`config.mk`:
```
export PLATFORM = sky130hd
export DESIGN_NAME = bdpsk_carrier_sequencer
export DESIGN_NICKNAME = d
export VERILOG_FILES = /design/src/rtl/bdpsk_carrier_sequencer.sv
export SDC_FILE = /design/constraint.sdc
export NUM_CORES = 1
export LEC_CHECK = 0
export CORE_UTILIZATION = 38
export CTS_CLUSTER_SIZE = 30
export DETAILED_ROUTE_END_ITERATION = 6
export SYNTH_ARGS = -nofsm -noshare
export SYNTH_HDL_FRONTEND = slang
export SYNTH_SLANG_ARGS = --single-unit
```
`constraint.sdc`:
```
create_clock -name clk -period 2.3 [get_ports clk]
set_clock_uncertainty 0.15 [all_clocks]
set_input_delay 0.575 -clock clk [delete_from_list [all_inputs] [get_ports clk]]
set_output_delay 0.575 -clock clk [all_outputs]
set_load 0.005 [all_outputs]
```
`src/rtl/bdpsk_carrier_sequencer.sv`:
```
// BDPSK carrier address sequencer: phase accumulator plus differential +64 offset,
// sequencing one reference symbol followed by data symbols fed over valid/ready.
module bdpsk_carrier_sequencer #(
  parameter int unsigned PHASE_STEP      = 1,
  parameter int unsigned SAMPLES_PER_SYM = 256,
  parameter int unsigned CNT_W           = 16
) (
  input  logic             clk,
  input  logic             reset_n,
  input  logic             tx_start,
  input  logic             tx_stop,
  input  logic             bit_data,
  input  logic             bit_valid,
  output logic             bit_ready,
  output logic [6:0]       lut_addr,
  output logic             sample_valid,
  output logic             sym_start,
  output logic             busy,
  output logic             underrun,
  output logic [CNT_W-1:0] sym_count
);

  localparam int unsigned ADDR_W = 7;
  localparam logic [CNT_W-1:0]  LAST_SAMPLE = CNT_W'(SAMPLES_PER_SYM - 1);
  localparam logic [ADDR_W-1:0] STEP        = ADDR_W'(PHASE_STEP);

  typedef enum logic [1:0] {
    IDLE = 2'd0,
    REF  = 2'd1,
    DATA = 2'd2
  } state_t;

  state_t              state, state_d;
  logic [ADDR_W-1:0]   phase_acc, phase_d;
  logic                diff, diff_d;
  logic [CNT_W-1:0]    sample_cnt, cnt_d;
  logic [CNT_W-1:0]    sym_cnt_q, sym_d;
  logic                active;
  logic                boundary;

  assign active   = (state != IDLE);
  assign boundary = active && (sample_cnt == LAST_SAMPLE);

  // State and datapath registers
  always_ff @(posedge clk or negedge reset_n) begin
    if (!reset_n) begin
      state      <= IDLE;
      phase_acc  <= '0;
      diff       <= 1'b0;
      sample_cnt <= '0;
      sym_cnt_q  <= '0;
    end else begin
      state      <= state_d;
      phase_acc  <= phase_d;
      diff       <= diff_d;
      sample_cnt <= cnt_d;
      sym_cnt_q  <= sym_d;
    end
  end

  // Next-state and outputs; only the handshake/underrun terms look at inputs
  always_comb begin
    state_d      = state;
    phase_d      = phase_acc;
    diff_d       = diff;
    cnt_d        = sample_cnt;
    sym_d        = sym_cnt_q;
    busy         = active;
    sample_valid = active;
    lut_addr     = active ? ADDR_W'(phase_acc + {diff, 6'd0}) : '0;
    sym_start    = active && (sample_cnt == '0);
    bit_ready    = boundary && !tx_stop;
    underrun     = boundary && !tx_stop && !bit_valid;
    sym_count    = sym_cnt_q;

    case (state)
      IDLE: begin
        if (tx_start && !tx_stop) begin
          state_d = REF;
          phase_d = '0;
          diff_d  = 1'b0;
          cnt_d   = '0;
          sym_d   = '0;
        end
      end
      REF, DATA: begin
        if (tx_stop) begin
          state_d = IDLE;
          phase_d = '0;
          diff_d  = 1'b0;
          cnt_d   = '0;
        end else if (boundary && !bit_valid) begin
          state_d = IDLE;
          phase_d = '0;
          diff_d  = 1'b0;
          cnt_d   = '0;
        end else if (boundary) begin
          // Phase keeps running across the boundary; only the offset flips
          state_d = DATA;
          phase_d = ADDR_W'(phase_acc + STEP);
          diff_d  = diff ^ bit_data;
          cnt_d   = '0;
          if (sym_cnt_q != '1) sym_d = CNT_W'(sym_cnt_q + CNT_W'(1));
        end else begin
          phase_d = ADDR_W'(phase_acc + STEP);
          cnt_d   = CNT_W'(sample_cnt + CNT_W'(1));
        end
      end
      default: state_d = IDLE;
    endcase
  end

endmodule

```
==> impl_metrics.csv, run 1 <==
group,metric,value,unit
floorplan,rows,29,
critical_path,ff2ff_setup_slack,-160,ps
critical_path,critPathArrivalTime,1760,ps
pwr,pwr-share-seq,36.5,%
placement,place_congestion,0.804,
pwr,switchingPower,763,uW
clock_network,cts-root-buf,"clkbuf_8",
routing,drc,5,
yosys,synth_area,2610,sq um
routing,drt-initial-drc-count,107,
min_path,hold_path.class,"in -> async",
pwr,combPwrFrac,40.7,%
critical_path,crit_type,"reg -> out",
job,maxCapViolCount,0,
pwr,sw_frac_of_total,34.4,%
floorplan,start_util,40.1,%
sta,setup_slack,-181,ps
critical_path,start_kind,"register",
critical_path,cp_max_fo,2,
critical_path,reg2reg_depth,8,
yosys,synth_seq_area_share,40.3,%
yosys,syn_nets,317,
critical_path,r2r_start,"sample_cnt[8]",
clock_network,cts_buffers,5,
final_layout,n_fill_cell,598,
critical_path,cp-end-kind,"output pin",
global_route,grt-ovfl-total,0,
clock_network,clock_latency,300,ps
sta,fin_crit,2480,ps
global_route,antenna_found_initial,0,
critical_path,worstPathCellList,"nor4_4 -> nand3_2 -> or2_4 -> buf_6 -> nor3_2 -> buf_2",
placement,pre_cts_ws,-291,ps
critical_path,critPathTopFamily,"simple AND/OR/NAND/NOR gates",
pwr,p_leak,0.00159,uW
final_layout,final_nets,403,
yosys,syn_area_per_cell,8.55,sq um
routing,drt_pass1_iterations,7,
routing,ant_nets,0,
yosys,synth_cells,305,
sta,max_freq,403,MHz
floorplan,die_height,84.8,um
final_layout,diodes,0,
global_route,grt_pass1_wl,11700,um
floorplan,die_w,84.8,um
placement,io_buffers,33,
yosys,synth_top_cell_area_share,40.3,%
sta,rsz0062_at_grt,"true",
yosys,yosys_warnings,0,
pwr,power_density,623,nW/um^2
floorplan,dieArea,7190,sq um
outcome,status,"finished with violations",
sta,finalCritPeriodShare,108,%
routing,drt-wirelength-per-cell,15.1,um
sta,hold_viol_final,2,
sta,hold_slack,-0.954,ps
yosys,yosysTopAreaCell,"dfrtp_1",
sta,slew_headroom,75.4,%
routing,via_per_inst,5.47,
global_route,grt_use_total,20.5,%
critical_path,r2r-end,"sym_count[10]",
global_route,grt_pass1_vias,2485,
final_layout,final_layout_size_suffix_gt1_share,25.8,%
routing,via_count,2564,
floorplan,core-area,6490,sq um
sta,slew_viol_final,0,
routing,wl,7100,um
clock_network,htree_levels,2,
sta,worst_pin_slew,366,ps
global_route,grt_start_max_net_pins,20,
yosys,yosysUniqueCellTypes,47,
placement,place_hpwl,4920,um
clock_network,cts.path.max_buffers,2,
clock_network,cts_sinks,42,
sta,setup_viol_count_final,12,
clock_network,clkSlewWorstSetupHoldPaths,80,ps
pwr,clockPowerShare,22.8,%
floorplan,io_pins,34,
critical_path,required,1570,ps
pwr,p_int,1460,uW
yosys,synthTopCellsByArea,"dfrtp_1 (40%), nand3_1 (5.8%), nand2_1 (5.3%), nor2_1 (4.8%), xor2_1 (4.7%)",
pwr,ir_drop,280,uV
final_layout,area_delta_synth_final,36.6,%
clock_network,cts_tree,"built",
critical_path,slowest_stage,"dfrtp_1",
outcome,violations,"DRC, hold timing, setup timing",
yosys,ys_seq_elements,42,
critical_path,path_buf_inv,2,
critical_path,worst_path_largest_cell_delay,420,ps
-- cell type report --
type                    count  area [sq um]  area share (%)
inverters                   8          30.0           0.844
repair buffers             97           772            21.7
clock inverters             1          5.00           0.141
multi-input cells         237          1520            42.7
flip-flops and latches     42          1050            29.5
clock buffers               7          86.3            2.43
well taps                  77          96.3            2.71
-- cell families (layout without fill, tap and decap cells) --
group | count (synthesis) | count (layout) | share of synthesized area, %
DFF | 42 | 42 | 40.3
buffers and inverters | 26 | 113 | 4.22
AOI/OAI and AO/OA | 44 | 44 | 12.4
adders and majority gates | 6 | 6 | 2.88
and+or+nand+nor | 169 | 169 | 34.1
xor gates and xnor gates | 18 | 18 | 6.05
-- synthesized netlist by cell type, drive strengths merged --
cell type and number:
buf 8, nand3 30, nand4 11, ha 6, o41ai 1, nor2 33
o22ai 2, or4b 1, o211ai 2, nor4b 2, dfrtp 42, a21oi 9
nand4b 1, a22oi 1, a211oi 3, or4 7, xor2 14, clkbuf 10
or2 1, nand2 37, and2 4, and3 4, inv 8, o31ai 1
nor4 2, and4 4, nand2b 9, xnor2 4, nand3b 2, a31o 2
o311ai 11, nor2b 9, a21o 5, o221ai 1, or3 4, o21ai 5
o21a 1, nor3 8
-- worst register-to-register path, stage by stage, from the launching register on --
cell and delay [ps]:
dfrtp_1 420, nor4_4 330, and3_1 240, buf_4 120, buf_4 100, nand4_1 210
buf_4 250, or4_1 520, nand3_1 90
-- registers in the layout, summed over array words and instances (netlist names) --
| register | cells |
|---|---|
| sym_count | 16 |
| diff | 1 |
| sample_cnt | 16 |
| state | 2 |
| phase_acc | 7 |
-- stage by stage --
step                total power (uW)  cells  cell area, sq um  util [%]  setup TNS [ps]
floorplan                       1240    305              2610         -               0
global placement                1610    450              3350      51.6           -5470
detailed placement              1620    450              3350      51.6           -6320
CTS                             2210    466              3480      53.6            -488
global route                    2370    469              3560      54.8           -3220
finish                          2220    469              3560      54.8           -1320
-- how the worst max path moves through the flow --
stage / from / endpoint / slack (ps) / cells past startpoint
2_1_floorplan: state[0] / underrun / 40 / 8
3_3_place_gp: state[0] / underrun / -280 / 7
3_5_place_dp: tx_start / sym_count[4] / -290 / 7
4_1_cts: sample_cnt[8] / underrun / -220 / 6
5_1_grt: sample_cnt[8] / underrun / -290 / 6
6_report: sample_cnt[8] / underrun / -180 / 6
-- power by group through the flow --
stage | combinational [uW] | sequential, uW | clock [uW]
6_report | 902 | 810 | 506
5_1_grt | 996 | 814 | 558
4_1_cts | 877 | 809 | 527
3_5_place_dp | 801 | 824 | 0
3_3_place_gp | 790 | 823 | 0
2_1_floorplan | 415 | 830 | 0
-- what timing repair did --
item	in CTS	in global routing
resized for setup	49	18
endpoints found under the setup margin	13	25
pin swaps	11	6
hold buffers	0	0
buffers inserted	8	2
gates cloned	0	2
-- routing by layer --
layer | track usage (%) | part of all wire [%] | wire length, um
met2 | 34.3 | 47 | 3310
met3 | 3.50 | 4.4 | 314
met4 | 5.86 | 1.2 | 88
met5 | 0 | 0 | 0
met1 | 27.5 | 48 | 3390
-- cells in the final DEF (no fill, tap or decap), types with 8 or more instances in the layout --
cell and n:
buf_2 11, o311ai_0 8, nand2b_1 8, a21oi_1 8
xor2_1 14, nor2b_1 9, nor2_1 32, clkdlybuf4s50_1 20
buf_4 59, nand3_1 29, dfrtp_1 42, nand4_1 11
nand2_1 37
No activity file was read; power rests on OpenSTA's default activity.
==> inputs of run 2 (changes only) <==
--- a/config.mk
+++ b/config.mk
@@ -6,6 +6,7 @@
 export NUM_CORES = 1
 export LEC_CHECK = 0
 export CORE_UTILIZATION = 38
+export CTS_CLUSTER_DIAMETER = 120
 export CTS_CLUSTER_SIZE = 30
 export DETAILED_ROUTE_END_ITERATION = 6
 export SYNTH_ARGS = -nofsm -noshare
==> results of run 2 <==
Same layout as run 1: the final DEF is identical, and so are final timing and power.
==> inputs of run 3 (changes only) <==
--- a/config.mk
+++ b/config.mk
@@ -9,6 +9,7 @@
 export CTS_CLUSTER_DIAMETER = 120
 export CTS_CLUSTER_SIZE = 30
 export DETAILED_ROUTE_END_ITERATION = 6
+export SETUP_SLACK_MARGIN = 0.3
 export SYNTH_ARGS = -nofsm -noshare
 export SYNTH_HDL_FRONTEND = slang
 export SYNTH_SLANG_ARGS = --single-unit
==> run 3 against run 2 <==
Compared with the run above: the flow finishes with violations (DRC, setup timing); global-route usage grew 2.9 points; worst hold slack better by 79 ps; fmax rose by 0.29%; critical path depth grew 10; first-iteration DRC count grew 31%; critical path type is now reg -> reg; critical endpoint is now phase_acc[6]; largest power group unchanged; highest routed layer unchanged.
==> impl_metrics.csv, run 3 (synthesis gave the netlist of run 1 again) <==
group,metric,value,unit
placement,pre_cts_ws,-274,ps
outcome,violations,"DRC, setup timing",
final_layout,layout_common_cells,"buf_4 (63), nand2_1 (37), buf_6 (34)",
critical_path,required,2340,ps
sta,fin_crit,2470,ps
sta,rsz0062_at_grt,"true",
clock_network,clkSlewWorstSetupHoldPaths,80,ps
final_layout,mostFrequentLayoutCell,"buf_4",
critical_path,ff2ff_setup_slack,-170,ps
pwr,p_leak,0.00202,uW
pwr,ir_drop,339,uV
global_route,grt_use_total,23.5,%
clock_network,cts-root-buf,"clkbuf_8",
clock_network,cts.path.max_buffers,2,
sta,worst_pin_slew,470,ps
clock_network,clock_latency,300,ps
critical_path,critPathArrivalTime,2510,ps
routing,drt-initial-drc-count,140,
critical_path,cp_max_fo,5,
job,maxCapViolCount,0,
routing,drc,4,
global_route,grt-ovfl-total,0,
global_route,grt_pass1_wl,13300,um
clock_network,cts_tree,"built",
sta,slew_viol_final,0,
pwr,power_density,648,nW/um^2
sta,hold_slack,77.8,ps
critical_path,worst_path_largest_cell_delay,380,ps
critical_path,r2r-end,"phase_acc[6]",
outcome,status,"finished with violations",
clock_network,htree_levels,2,
floorplan,io_pins,34,
critical_path,slowest_stage,"dfrtp_1",
placement,place_congestion,0.822,
global_route,grt_start_max_net_pins,43,
critical_path,reg2reg_depth,16,
final_layout,final_nets,443,
critical_path,cp-end-kind,"register",
sta,tns,-1640,ps
floorplan,die_w,84.8,um
sta,max_freq,404,MHz
final_layout,n_fill_cell,471,
placement,io_buffers,33,
sta,slew_headroom,68.6,%
critical_path,r2r_start,"state[0]",
floorplan,core-area,6490,sq um
min_path,hold_path.class,"in -> async",
sta,setup_viol_count_final,18,
global_route,grt_pass1_vias,2820,
critical_path,worstPathCellList,"inv_2 -> ha_4 -> nor3_4 -> nand3_2 -> buf_6 -> buf_6 -> buf_6 -> buf_6 -> buf_6 -> buf_6 -> buf_6 -> buf_6 -> nor3_4 -> buf_6 -> o21a_4 -> a21oi_2",
routing,drt_pass1_iterations,7,
floorplan,rows,29,
critical_path,crit_type,"reg -> reg",
placement,place_hpwl,4730,um
final_layout,diodes,0,
sta,finalCritPeriodShare,108,%
clock_network,cts_buffers,5,
floorplan,start_util,40.1,%
final_layout,multiInputGateArea,1900,sq um
routing,drt-wirelength-per-cell,16.7,um
final_layout,final_layout_size_suffix_gt1_share,47.2,%
global_route,antenna_found_initial,0,
final_layout,area_delta_synth_final,71.4,%
routing,ant_nets,0,
routing,via_count,2823,
critical_path,start_kind,"register",
final_layout,register_area,1060,sq um
sta,hold_viol_final,0,
sta,setup_slack,-173,ps
clock_network,cts_sinks,42,
floorplan,die_height,84.8,um
routing,wl,8500,um
floorplan,dieArea,7190,sq um
final_layout,postLayoutCoreUtil,68.8,%
routing,via_per_inst,5.55,
critical_path,cpMostUsedCell,"buf_6",
-- run 3: changes by cell type in the layout (fill, tap and decap cells not counted), moves of 5 or more --
cell | before | now
buf_6 | 5 | 34
buf_8 | 0 | 6
o311ai_4 | 0 | 5
nor2_4 | 0 | 6
dfrtp_1 | 42 | 33
nor2_2 | 1 | 8
clkdlybuf4s50_1 | 20 | 12
nor2_1 | 32 | 19
dfrtp_2 | 0 | 9
o311ai_0 | 8 | 0
-- run 3: worst max path at each step --
stage,start,to,slack [ps],depth (start not counted)
5_1_grt,state[0],phase_acc[5],-250,16
3_3_place_gp,tx_stop,underrun,-240,4
4_1_cts,sample_cnt[11],underrun,-170,5
2_1_floorplan,sample_cnt[10],underrun,170,6
3_5_place_dp,tx_stop,sym_count[4],-270,7
6_report,state[0],phase_acc[6],-170,16
-- run 3: power breakdown --
part	switching, uW	internal [uW]
logic	729	845
clock network	264	243
registers	36.4	777
total	1030	1870
-- run 3: stage by stage --
stage	cell area (sq um)	total power (uW)	instances
finish	4470	2890	509
global route	4470	3030	509
CTS	4040	2660	491
detailed placement	3440	1650	455
global placement	3440	1640	455
floorplan	2650	1270	305
-- run 3: worst max-delay path, delay by kind of cell (launching register included) --
kind | cells | cell delay [ps]
DFF | 1 | 380
AOI/OAI and AO/OA | 2 | 200
buffers and inverters | 10 | 1050
adders and majority gates | 1 | 180
and+or+nand+nor | 3 | 390
-- run 3: final cells by class --
type | count | area share (%)
Clock buffer | 7 | 1.93
Clock inverter | 1 | 0.112
Inverter | 8 | 0.728
Multi-Input combinational cell | 237 | 42.5
Sequential cell | 42 | 23.8
Tap cell | 77 | 2.16
Timing Repair Buffer | 137 | 28.8
-- run 3: layer usage --
metal	up-vias	wire (um)	global-route usage, %
met3	22	345	3.99
met4	0	218	8.32
met1	1389	3580	29.1
li1	1343	-	-
met2	69	4360	41.2
met5	-	0	0
-- run 3: what timing repair did --
| item | CTS | global route |
|---|---|---|
| hold buffers | 0 | 0 |
| pin swaps | 38 | 25 |
| setup buffers | 26 | 18 |
| gates cloned | 2 | 0 |
| resized for setup | 135 | 62 |
| endpoints found under the setup margin | 61 | 64 |
==> RTL change (config.mk and constraints of run 1) <==
Encoding of `state_t`: now one-hot (3 bits for 3 states).
--- a/src/rtl/bdpsk_carrier_sequencer.sv
+++ b/src/rtl/bdpsk_carrier_sequencer.sv
@@ -25,8 +25,8 @@
   localparam logic [ADDR_W-1:0] STEP        = ADDR_W'(PHASE_STEP);
 
-  typedef enum logic [1:0] {
-    IDLE = 2'd0,
-    REF  = 2'd1,
-    DATA = 2'd2
+  typedef enum logic [2:0] {
+    IDLE = 3'b001,
+    REF  = 3'b010,
+    DATA = 3'b100
   } state_t;
 
Formal check against the unedited RTL: no difference found for any inputs over 10 cycles, from zero or initial values and one cycle with reset_n low; not proved beyond that.
==> RTL change against run 1 <==
The run ends with design-rule violations, negative setup slack left; count of clock-buffer cells in the layout grew 1; design area grew 6.7%; routed wire length shrank 0.23%; synthesized area shrank 2.0%; worst setup slack lost 0.13 ns; synthesized cell count shrank 5.2%; sequential cell count grew 1; total power grew 4.1%; clock power grew 5.5%; via count grew 3.0%; critical path depth is the same; sequential power grew 1%; critical path type unchanged; largest cell class unchanged.
==> RTL change: results (changes against run 1) <==
| Metric | Value |
|---|---|
| Status | finished, violations left |
| Failing checks | design-rule violations, negative setup slack |
| Peak supply drop | 0.590 mV (+110%) |
| Vias per cell | 5.63 (+3.0%) |
| Min setup slack post-route | -0.308 ns (-0.128 ns) |
| Largest cells by area after synthesis | dfrtp_1 (41%), nand3_1 (7.1%), and3_1 (4.2%) |
| Top cells by count, synth | dfrtp_1 (42), nand3_1 (36), nand2_1 (27) |
| Number of global-route vias before repair | 2517 (+1.3%) |
| Yosys warns | 0 (unchanged) |
| Fin nets | 401 (-0.50%) |
| Clock latency on the worst-skew pair | about 0.29 ns |
| Wire per inst | 15.1 um (-0.23%) |
| Register area share after synthesis | 0.422 (+0.0186) |
| Fraction of layout cells with a size suffix above 1 | 0.339 (+0.0816) |
| First-pass GRT wire length | 11.9 mm (+1.5%) |
| Leak Pwr | 0.00182 uW (+14%) |
| Syn_nets | 299 (-5.7%) |
| Critical path arrival | 1.88 ns (+0.12 ns) |
| Dpl hpwl | 4.73 mm (-3.8%) |
| DP Area | 0.00335 mm2 (-0.11%) |
| Slew Limit Headroom | 0.645 (-0.109) |
| Starting DRC count in detailed routing | 133 (+24%) |
| Distinct cells, synth | 44 (-6.4%) |
| Largest net degree at the start of global routing | 24 (+20%) |
| Pre-antenna DRT Iters | 6 (-1) |
| Final setup violating endpoints | 19 (+7) |
| # port buffers | 33 (unchanged) |
| Worst min path class | in -> async |
| GP Congestion | 0.834 (+3.7%) |
| Tot GR Track Use | 0.208 (+0.00232) |
| DRC viols | 4 (-1) |
| Fillers | 595 (-0.50%) |
| Setup TNS | -1.39 ns (-0.0672 ns) |
| Worst slack at placement | -0.399 ns (-0.108 ns) |
| Area added between synthesis and finish | 48.8% |
==> RTL change: changes by cell type after synthesis, sizes merged, moves of 10 or more <==
cell	before	now
nor2	33	19
nand2	37	27
o311ai	11	1
xor2	14	1
and3	4	17
o21ai	5	15
==> RTL change: through the flow <==
stage | power, uW | hold slack (ns) | std cells
after floorplan | 1130 | 0.129 | 289
after global placement | 1460 | 0.362 | 444
after detailed placement | 1470 | 0.376 | 444
after CTS | 2220 | 0.113 | 465
after global routing | 2440 | 0.127 | 469
final | 2310 | 0.101 | 469
==> RTL change: where the power goes <==
part           total (uW)  internal [uW]  switching (uW)  leakage (uW)
registers             822            791            31.3      0.000596
logic                 953            531             422       0.00117
clock network         534            274             260     0.0000515
==> RTL change: worst paths after layout <==
kind                       slack (ns)             end  cells past startpoint      startpoint
max                             -0.31       sym_start                      6  sample_cnt[14]
min                              0.10   sample_cnt[1]                      1         reset_n
max reg2reg                     -0.06  sample_cnt[15]                      8  sample_cnt[14]
min reg2reg                      0.39    phase_acc[4]                      1    phase_acc[4]
max in group asynchronous        1.31        state[0]                      2         reset_n
min in group clk                 0.39    phase_acc[4]                      1    phase_acc[4]
==> RTL change: area by class of cell <==
class	instances	area share
clock buffer	8	0.0264
timing repair buffer	104	0.240
tap	77	0.0254
sequential	43	0.284
multi-input combinational	227	0.413
inverter	10	0.0109
==> RTL change: layer usage <==
| metal | vias up | global-route usage | share of wire |
|---|---|---|---|
| met5 | - | 0 | 0 |
| met4 | 0 | 0.0423 | 0.0086 |
| met3 | 5 | 0.0326 | 0.029 |
| met2 | 46 | 0.360 | 0.49 |
| met1 | 1311 | 0.274 | 0.48 |
| li1 | 1279 | - | - |
==> RTL change: critical path, stage by stage (launching register included) <==
cell	delay (ns)
dfrtp_1	0.38
or4_4	0.56
nor3_4	0.18
buf_4	0.14
buf_6	0.08
and3_1	0.13
buf_2	0.11
==> RTL change: repair_timing <==
action | in CTS | in global routing
gates resized for setup | 56 | 50
setup endpoints to repair | 22 | 44
setup buffers | 14 | 4
gates cloned | 1 | 2
pin swaps | 11 | 6
==> RTL change: cells by family (layout without fill, tap and decap cells) <==
| family | Yosys count | in the layout | share of synthesized area |
|---|---|---|---|
| XOR/XNOR | 3 | 3 | 0.0103 |
| multiplexers | 10 | 10 | 0.0407 |
| adder cells (fa/ha/maj) | 4 | 4 | 0.0196 |
| buffers and inverters | 20 | 122 | 0.0368 |
| flip-flops | 43 | 43 | 0.422 |
| AND/OR/NAND/NOR | 149 | 150 | 0.316 |
| AO/OA/AOI/OAI | 60 | 60 | 0.155 |
